<file path="src/rtl/mat_stream_loader.sv">
// mat_stream_loader
//   Turns the host load stream into SRAM writes for the weight memory and the
//   first-layer feature buffer. A command selects either a weight layer range
//   or a feature load; payload beats of LANES x DW bits are then counted and
//   written one cycle after acceptance with registered address and data.
//
// Ports
//   clk, rst_n                 clock, asynchronous active-low reset
//   cmd_valid / cmd_ready      command handshake (ready only in IDLE)
//   cmd_mode                   0 = weight load, 1 = feature load
//   cmd_layer_base/_cnt        weight layer range (weight mode only)
//   in_valid / in_ready        payload beat handshake
//   in_payload                 lane k = bits [k*DW +: DW]
//   w_we/w_addr/w_wdata        weight memory write port
//   f_we/f_addr/f_wdata        feature memory write port
//   done                       one-cycle pulse when a load completes
//   err                        sticky command error, cleared by next command
//   beat_cnt                   beats accepted in current/most recent load
module mat_stream_loader #(
  parameter int DW      = 16,
  parameter int LANES   = 2,
  parameter int LAYER_N = 8,
  parameter int MAT_R   = 16,
  parameter int MAT_C   = 16,
  parameter int W_AW    = $clog2(LAYER_N*MAT_R*MAT_C/LANES),
  parameter int F_AW    = $clog2(MAT_R*MAT_C/LANES)
) (
  input  logic                        clk,
  input  logic                        rst_n,
  input  logic                        cmd_valid,
  output logic                        cmd_ready,
  input  logic                        cmd_mode,
  input  logic [$clog2(LAYER_N)-1:0]  cmd_layer_base,
  input  logic [$clog2(LAYER_N):0]    cmd_layer_cnt,
  input  logic                        in_valid,
  output logic                        in_ready,
  input  logic [DW*LANES-1:0]         in_payload,
  output logic                        w_we,
  output logic [W_AW-1:0]             w_addr,
  output logic [DW*LANES-1:0]         w_wdata,
  output logic                        f_we,
  output logic [F_AW-1:0]             f_addr,
  output logic [DW*LANES-1:0]         f_wdata,
  output logic                        done,
  output logic                        err,
  output logic [15:0]                 beat_cnt
);

  localparam int BUS_W       = DW*LANES;
  // Beats per weight layer; also the beat count of one feature load since
  // (MAT_R/LANES)*MAT_C == MAT_R*(MAT_C/LANES).
  localparam int LAYER_WORDS = MAT_R*MAT_C/LANES;
  localparam int CNT_W       = W_AW + 1;

  typedef enum logic [1:0] {
    ST_IDLE   = 2'd0,
    ST_LOAD_W = 2'd1,
    ST_LOAD_F = 2'd2,
    ST_FLUSH  = 2'd3
  } state_e;

  state_e             state_q, state_d;
  logic [CNT_W-1:0]   idx_q, idx_d;
  logic [CNT_W-1:0]   total_q, total_d;
  logic [W_AW-1:0]    w_base_q, w_base_d;
  logic [15:0]        beat_cnt_q, beat_cnt_d;
  logic               err_q, err_d;
  logic               done_q, done_d;
  logic               rdy_q;
  logic               w_we_q, w_we_d;
  logic [W_AW-1:0]    w_addr_q, w_addr_d;
  logic [BUS_W-1:0]   w_wdata_q, w_wdata_d;
  logic               f_we_q, f_we_d;
  logic [F_AW-1:0]    f_addr_q, f_addr_d;
  logic [BUS_W-1:0]   f_wdata_q, f_wdata_d;

  logic               cmd_fire;
  logic               beat_fire;
  logic               cmd_bad;
  logic [31:0]        layer_end;
  logic               loading;

  assign loading = (state_q == ST_LOAD_W) || (state_q == ST_LOAD_F);

  // rdy_q keeps cmd_ready low while reset is held and until the first edge
  // after release. done_q masks the done cycle so a new command can only be
  // taken the cycle after the done pulse.
  assign cmd_ready = rdy_q && (state_q == ST_IDLE) && !done_q;
  assign in_ready  = loading && (idx_q < total_q);

  assign cmd_fire  = cmd_valid && cmd_ready;
  assign beat_fire = in_valid && in_ready;

  assign layer_end = 32'(cmd_layer_base) + 32'(cmd_layer_cnt);
  assign cmd_bad   = (cmd_layer_cnt == '0) || (layer_end > 32'(LAYER_N));

  always_comb begin
    state_d    = state_q;
    idx_d      = idx_q;
    total_d    = total_q;
    w_base_d   = w_base_q;
    beat_cnt_d = beat_cnt_q;
    err_d      = err_q;
    done_d     = 1'b0;
    w_we_d     = 1'b0;
    w_addr_d   = w_addr_q;
    w_wdata_d  = w_wdata_q;
    f_we_d     = 1'b0;
    f_addr_d   = f_addr_q;
    f_wdata_d  = f_wdata_q;

    unique case (state_q)
      ST_IDLE: begin
        if (cmd_fire) begin
          err_d      = 1'b0;
          beat_cnt_d = '0;
          idx_d      = '0;
          if (!cmd_mode) begin
            if (cmd_bad) begin
              err_d = 1'b1;
            end else begin
              state_d  = ST_LOAD_W;
              total_d  = CNT_W'(cmd_layer_cnt) * CNT_W'(LAYER_WORDS);
              w_base_d = W_AW'(cmd_layer_base) * W_AW'(LAYER_WORDS);
            end
          end else begin
            state_d = ST_LOAD_F;
            total_d = CNT_W'(LAYER_WORDS);
          end
        end
      end

      ST_LOAD_W, ST_LOAD_F: begin
        if (beat_fire) begin
          idx_d = idx_q + CNT_W'(1);
          if (beat_cnt_q != '1) begin
            beat_cnt_d = beat_cnt_q + 16'd1;
          end
          if (state_q == ST_LOAD_W) begin
            w_we_d    = 1'b1;
            w_addr_d  = w_base_q + W_AW'(idx_q);
            w_wdata_d = in_payload;
          end else begin
            f_we_d    = 1'b1;
            f_addr_d  = F_AW'(idx_q);
            f_wdata_d = in_payload;
          end
          if (idx_d == total_q) begin
            state_d = ST_FLUSH;
          end
        end
      end

      ST_FLUSH: begin
        // The final write is on the bus this cycle; done follows it.
        state_d = ST_IDLE;
        done_d  = 1'b1;
      end

      default: begin
        state_d = ST_IDLE;
      end
    endcase
  end

  always_ff @(posedge clk or negedge rst_n) begin
    if (!rst_n) begin
      state_q    <= ST_IDLE;
      idx_q      <= '0;
      total_q    <= '0;
      w_base_q   <= '0;
      beat_cnt_q <= '0;
      err_q      <= 1'b0;
      done_q     <= 1'b0;
      rdy_q      <= 1'b0;
      w_we_q     <= 1'b0;
      w_addr_q   <= '0;
      w_wdata_q  <= '0;
      f_we_q     <= 1'b0;
      f_addr_q   <= '0;
      f_wdata_q  <= '0;
    end else begin
      state_q    <= state_d;
      idx_q      <= idx_d;
      total_q    <= total_d;
      w_base_q   <= w_base_d;
      beat_cnt_q <= beat_cnt_d;
      err_q      <= err_d;
      done_q     <= done_d;
      rdy_q      <= 1'b1;
      w_we_q     <= w_we_d;
      w_addr_q   <= w_addr_d;
      w_wdata_q  <= w_wdata_d;
      f_we_q     <= f_we_d;
      f_addr_q   <= f_addr_d;
      f_wdata_q  <= f_wdata_d;
    end
  end

  assign w_we     = w_we_q;
  assign w_addr   = w_addr_q;
  assign w_wdata  = w_wdata_q;
  assign f_we     = f_we_q;
  assign f_addr   = f_addr_q;
  assign f_wdata  = f_wdata_q;
  assign done     = done_q;
  assign err      = err_q;
  assign beat_cnt = beat_cnt_q;

endmodule

</file>
<file path="config.mk">
export PLATFORM = sky130hd
export DESIGN_NAME = mat_stream_loader
export DESIGN_NICKNAME = d
export VERILOG_FILES = /design/src/rtl/mat_stream_loader.sv
export SDC_FILE = /design/constraint.sdc
export NUM_CORES = 1
export LEC_CHECK = 0
export CAP_MARGIN = 20
export CORE_ASPECT_RATIO = 0.6
export CORE_MARGIN = 2
export CORE_UTILIZATION = 49
export CTS_CLUSTER_SIZE = 8
export DETAILED_ROUTE_END_ITERATION = 12
export GPL_TIMING_DRIVEN = 0
export HOLD_SLACK_MARGIN = 0.05
export PLACE_DENSITY_LB_ADDON = 0.25
export SETUP_SLACK_MARGIN = 0.4
export SYNTH_ARGS = -nofsm -noshare
export SYNTH_HDL_FRONTEND = slang
export SYNTH_SLANG_ARGS = --single-unit
</file>
<file path="constraint.sdc">
create_clock -name clk -period 3.1 [get_ports clk]
set_input_delay 0.465 -clock clk [delete_from_list [all_inputs] [get_ports clk]]
set_output_delay 0.465 -clock clk [all_outputs]
set_load 0.05 [all_outputs]
</file>
==> flow_summary_export.csv <==
group,metric,value,unit
status,run_status,"completed",
die,start_util,50.02,%
drt,vias_per_cell,5.492,
setup_path,crit_arrival,2.22,ns
worst_hold_path,min_path_cells,3,
clock_tree,cts_made_buffers,17,
synth,synth_fp_nets,527,
setup_path,reg2reg_to,"beat_cnt[0]$_DFFE_PN0P_",
timing,tightest_slew,0.6310,ns
drt,dr.pass1.iters,5,
clock_tree,clock_latency,0.40,ns
synth,synth.distinct_cells,58,
timing,fin_crit,2.681,ns
timing,rsz0062_at_grt,"true",
worst_hold_path,hold_end,"total_q[7]$_DFFE_PN0P_",
timing,hold_violations,0,
synth,synthCells,469,
placement,place_congestion,0.8273,
timing,min_period_over_period,86.50,%
clock_tree,h-tree-depth,4,
timing,fmax,0.3729,GHz
synth,synth_seq_cells,122,
finish,nNetsFinal,694,
setup_path,r2r_slack,0.53,ns
timing,finalSetupViolCount,0,
finish,layout_common_cells,"clkdlybuf4s50_1, dfrtp_1, mux2_2",
timing,slew_headroom,57.93,%
setup_path,cp-end-kind,"primary output",
finish,layout.cells.non_filler,792,
clock_tree,clockBufferDepth,2,
setup_path,r2r-start,"state_q[1]$_DFFE_PN0P_",
drt,drc,0,
die,die-area,12360,sq um
finish,fin_area,7935,sq um
setup_path,start_kind,"flop",
placement,hpwl,10040,um
finish,final_layout_size_suffix_gt1_share,23.15,%
placement,placed_area,7287,sq um
finish,antenna_cells,0,
clock_tree,clockRootBuffer,"clkbuf_16",
die,fp.dieH,86.91,um
clock_tree,path_clk_slew,0.05,ns
timing,finClkSkew,0.005461,ns
finish,synthToLayoutAreaGrowth,41.34,%
pwr,ir_drop,719.1,uV
setup_path,worst_r2r_path_depth,9,
global_route,gr-total-overflow,0,
clock_tree,clock-sinks,122,
synth,avgSynthCellArea,11.97,sq um
die,core-area,11220,sq um
global_route,grt_usage,23.44,%
die,fp.dieW,142.2,um
worst_hold_path,hold_class,"primary input to flop",
setup_path,crit_fanout,8,
die,ios,147,
clock_tree,cts_setup_buffers,0,
die,rows,30,
drt,first_iter_violations,405,
global_route,antenna_found_initial,0,
pwr,p_leak,3.465,nW
pwr,p_per_area,1148,nW/um^2
synth,seq_area_frac_synth,54.38,%
synth,yosys_warnings,0,
drt,vias,4350,
synth,synth_edf_count,0,
setup_path,crit_type,"flop to primary output",
drt,route.antenna.remaining_nets,0,
timing,whs,0.4089,ns
finish,final_common_cell,"clkdlybuf4s50_1",
global_route,grt_pass1_wl,22200,um
placement,port_buffers,146,
clock_tree,tritoncts,"yes",
synth,synth_area,5614,sq um
worst_hold_path,hold_start,"cmd_layer_cnt[0]",
setup_path,critPathRequiredTime,2.63,ns
placement,placedCellCount,760,
drt,routed_wl,14000,um
synth,synth_flop_cell,"dfrtp_1",
run,cap_violations,0,
finish,utilization,70.70,%
global_route,grt_pass1_vias,4196,
synth,synthArstFlopShare,100.0,%
drt,drt-wirelength-per-cell,17.68,um
timing,slew_violations,0,
global_route,grt_max_degree,69,
-- through the flow --
stage	worst slack, ns	total power [mW]	setup TNS, ns
3_5_place_dp	-0.09022	7.090	-0.1193
6_report	0.4186	9.112	0
3_3_place_gp	-2.992	6.973	-363.85
2_1_floorplan	0.5659	5.546	0
4_1_cts	0.3217	9.125	0
5_1_grt	0.3185	9.509	0
-- state kept, by name, indices dropped and copies added (netlist names), 2 cells and up --
signal    count
beat_cnt     16
f_addr        7
f_wdata      32
idx_q        11
state_q       2
total_q       4
w_addr       10
w_base_q      3
w_wdata      32
-- cells by family (layout without fill, tap and decap cells) --
| logic type | Yosys count | count (layout) | share of synthesized area [%] |
|---|---|---|---|
| adders and majority gates | 14 | 14 | 3.388 |
| buffers and inverters | 48 | 227 | 3.699 |
| muxes | 83 | 83 | 16.60 |
| and+or+nand+nor | 109 | 109 | 10.12 |
| other | 1 | 1 | 0.06680 |
| AOI/OAI and AO/OA | 81 | 81 | 10.03 |
| xor gates and xnor gates | 11 | 11 | 1.716 |
| DFF | 122 | 122 | 54.38 |
-- Yosys cell counts (all sizes together) (5+ instances only) --
cell type | instances | area, sq um
dfrtp | 122 | 3053
mux2 | 81 | 912.1
nand2 | 32 | 120.1
o21ai | 26 | 133.9
inv | 22 | 82.58
nor2 | 19 | 71.32
a21oi | 16 | 80.08
buf | 14 | 68.81
nand3 | 14 | 70.07
clkbuf | 12 | 56.30
ha | 12 | 150.1
or3 | 8 | 53.80
xnor2 | 7 | 61.31
a22o | 5 | 43.79
nor3 | 5 | 25.02
o31ai | 5 | 37.54
-- power breakdown --
part,switching (mW),leakage [nW],internal (mW)
Sequential,0.342,1.57,2.17
Clock,0.699,0.288,1.30
Combinational,2.94,1.61,1.67
Total,3.98,3.47,5.13
-- routing by layer --
| layer | up-vias | share of wire (%) | GRT usage [%] |
|---|---|---|---|
| met5 | - | 0 | 0 |
| met1 | 2145 | 47 | 34.59 |
| met4 | 0 | 2.0 | 10.18 |
| li1 | 2024 | - | - |
| met2 | 156 | 45 | 34.17 |
| met3 | 25 | 6.0 | 4.288 |
-- repair_timing --
item | 4_1_cts | 5_1_grt
pin swaps | 0 | 2
resized for setup | 9 | 13
hold buffers | 1 | 0
endpoints found under the hold margin | 54 | 0
endpoints found under the setup margin | 6 | 98
-- layout make-up --
class / instances / area [sq um]
tap: 144 / 180.2
multi-input combinational: 299 / 2382
inverter: 22 / 82.58
sequential: 122 / 3053
clock inverter: 11 / 145.1
buffer: 26 / 132.6
clock buffer: 20 / 456.7
fill: 776 / 3288
timing repair buffer: 148 / 1503
-- critical path, stage by stage, from the launching register on --
cell	delay (ns)
dfrtp_1	0.47
ha_1	0.37
a211oi_4	0.30
o21ai_0	0.16
nor2_2	0.13
clkdlybuf4s15_2	0.39
-- worst max-delay path by stage --
stage | to | cells past startpoint | start | slack (ns)
floorplan | f_addr[0]$_DFFE_PN0P_ | 7 | idx_q[9]$_DFFE_PN0P_ | 0.57
global placement | state_q[1]$_DFFE_PN0P_ | 1 | rst_n | -2.99
detailed placement | state_q[1]$_DFFE_PN0P_ | 10 | cmd_layer_cnt[0] | -0.09
CTS | in_ready | 5 | idx_q[9]$_DFFE_PN0P_ | 0.32
global route | in_ready | 5 | idx_q[8]$_DFFE_PN0P_ | 0.32
finish | in_ready | 5 | idx_q[8]$_DFFE_PN0P_ | 0.42
Power figures use the tool's default switching activity.
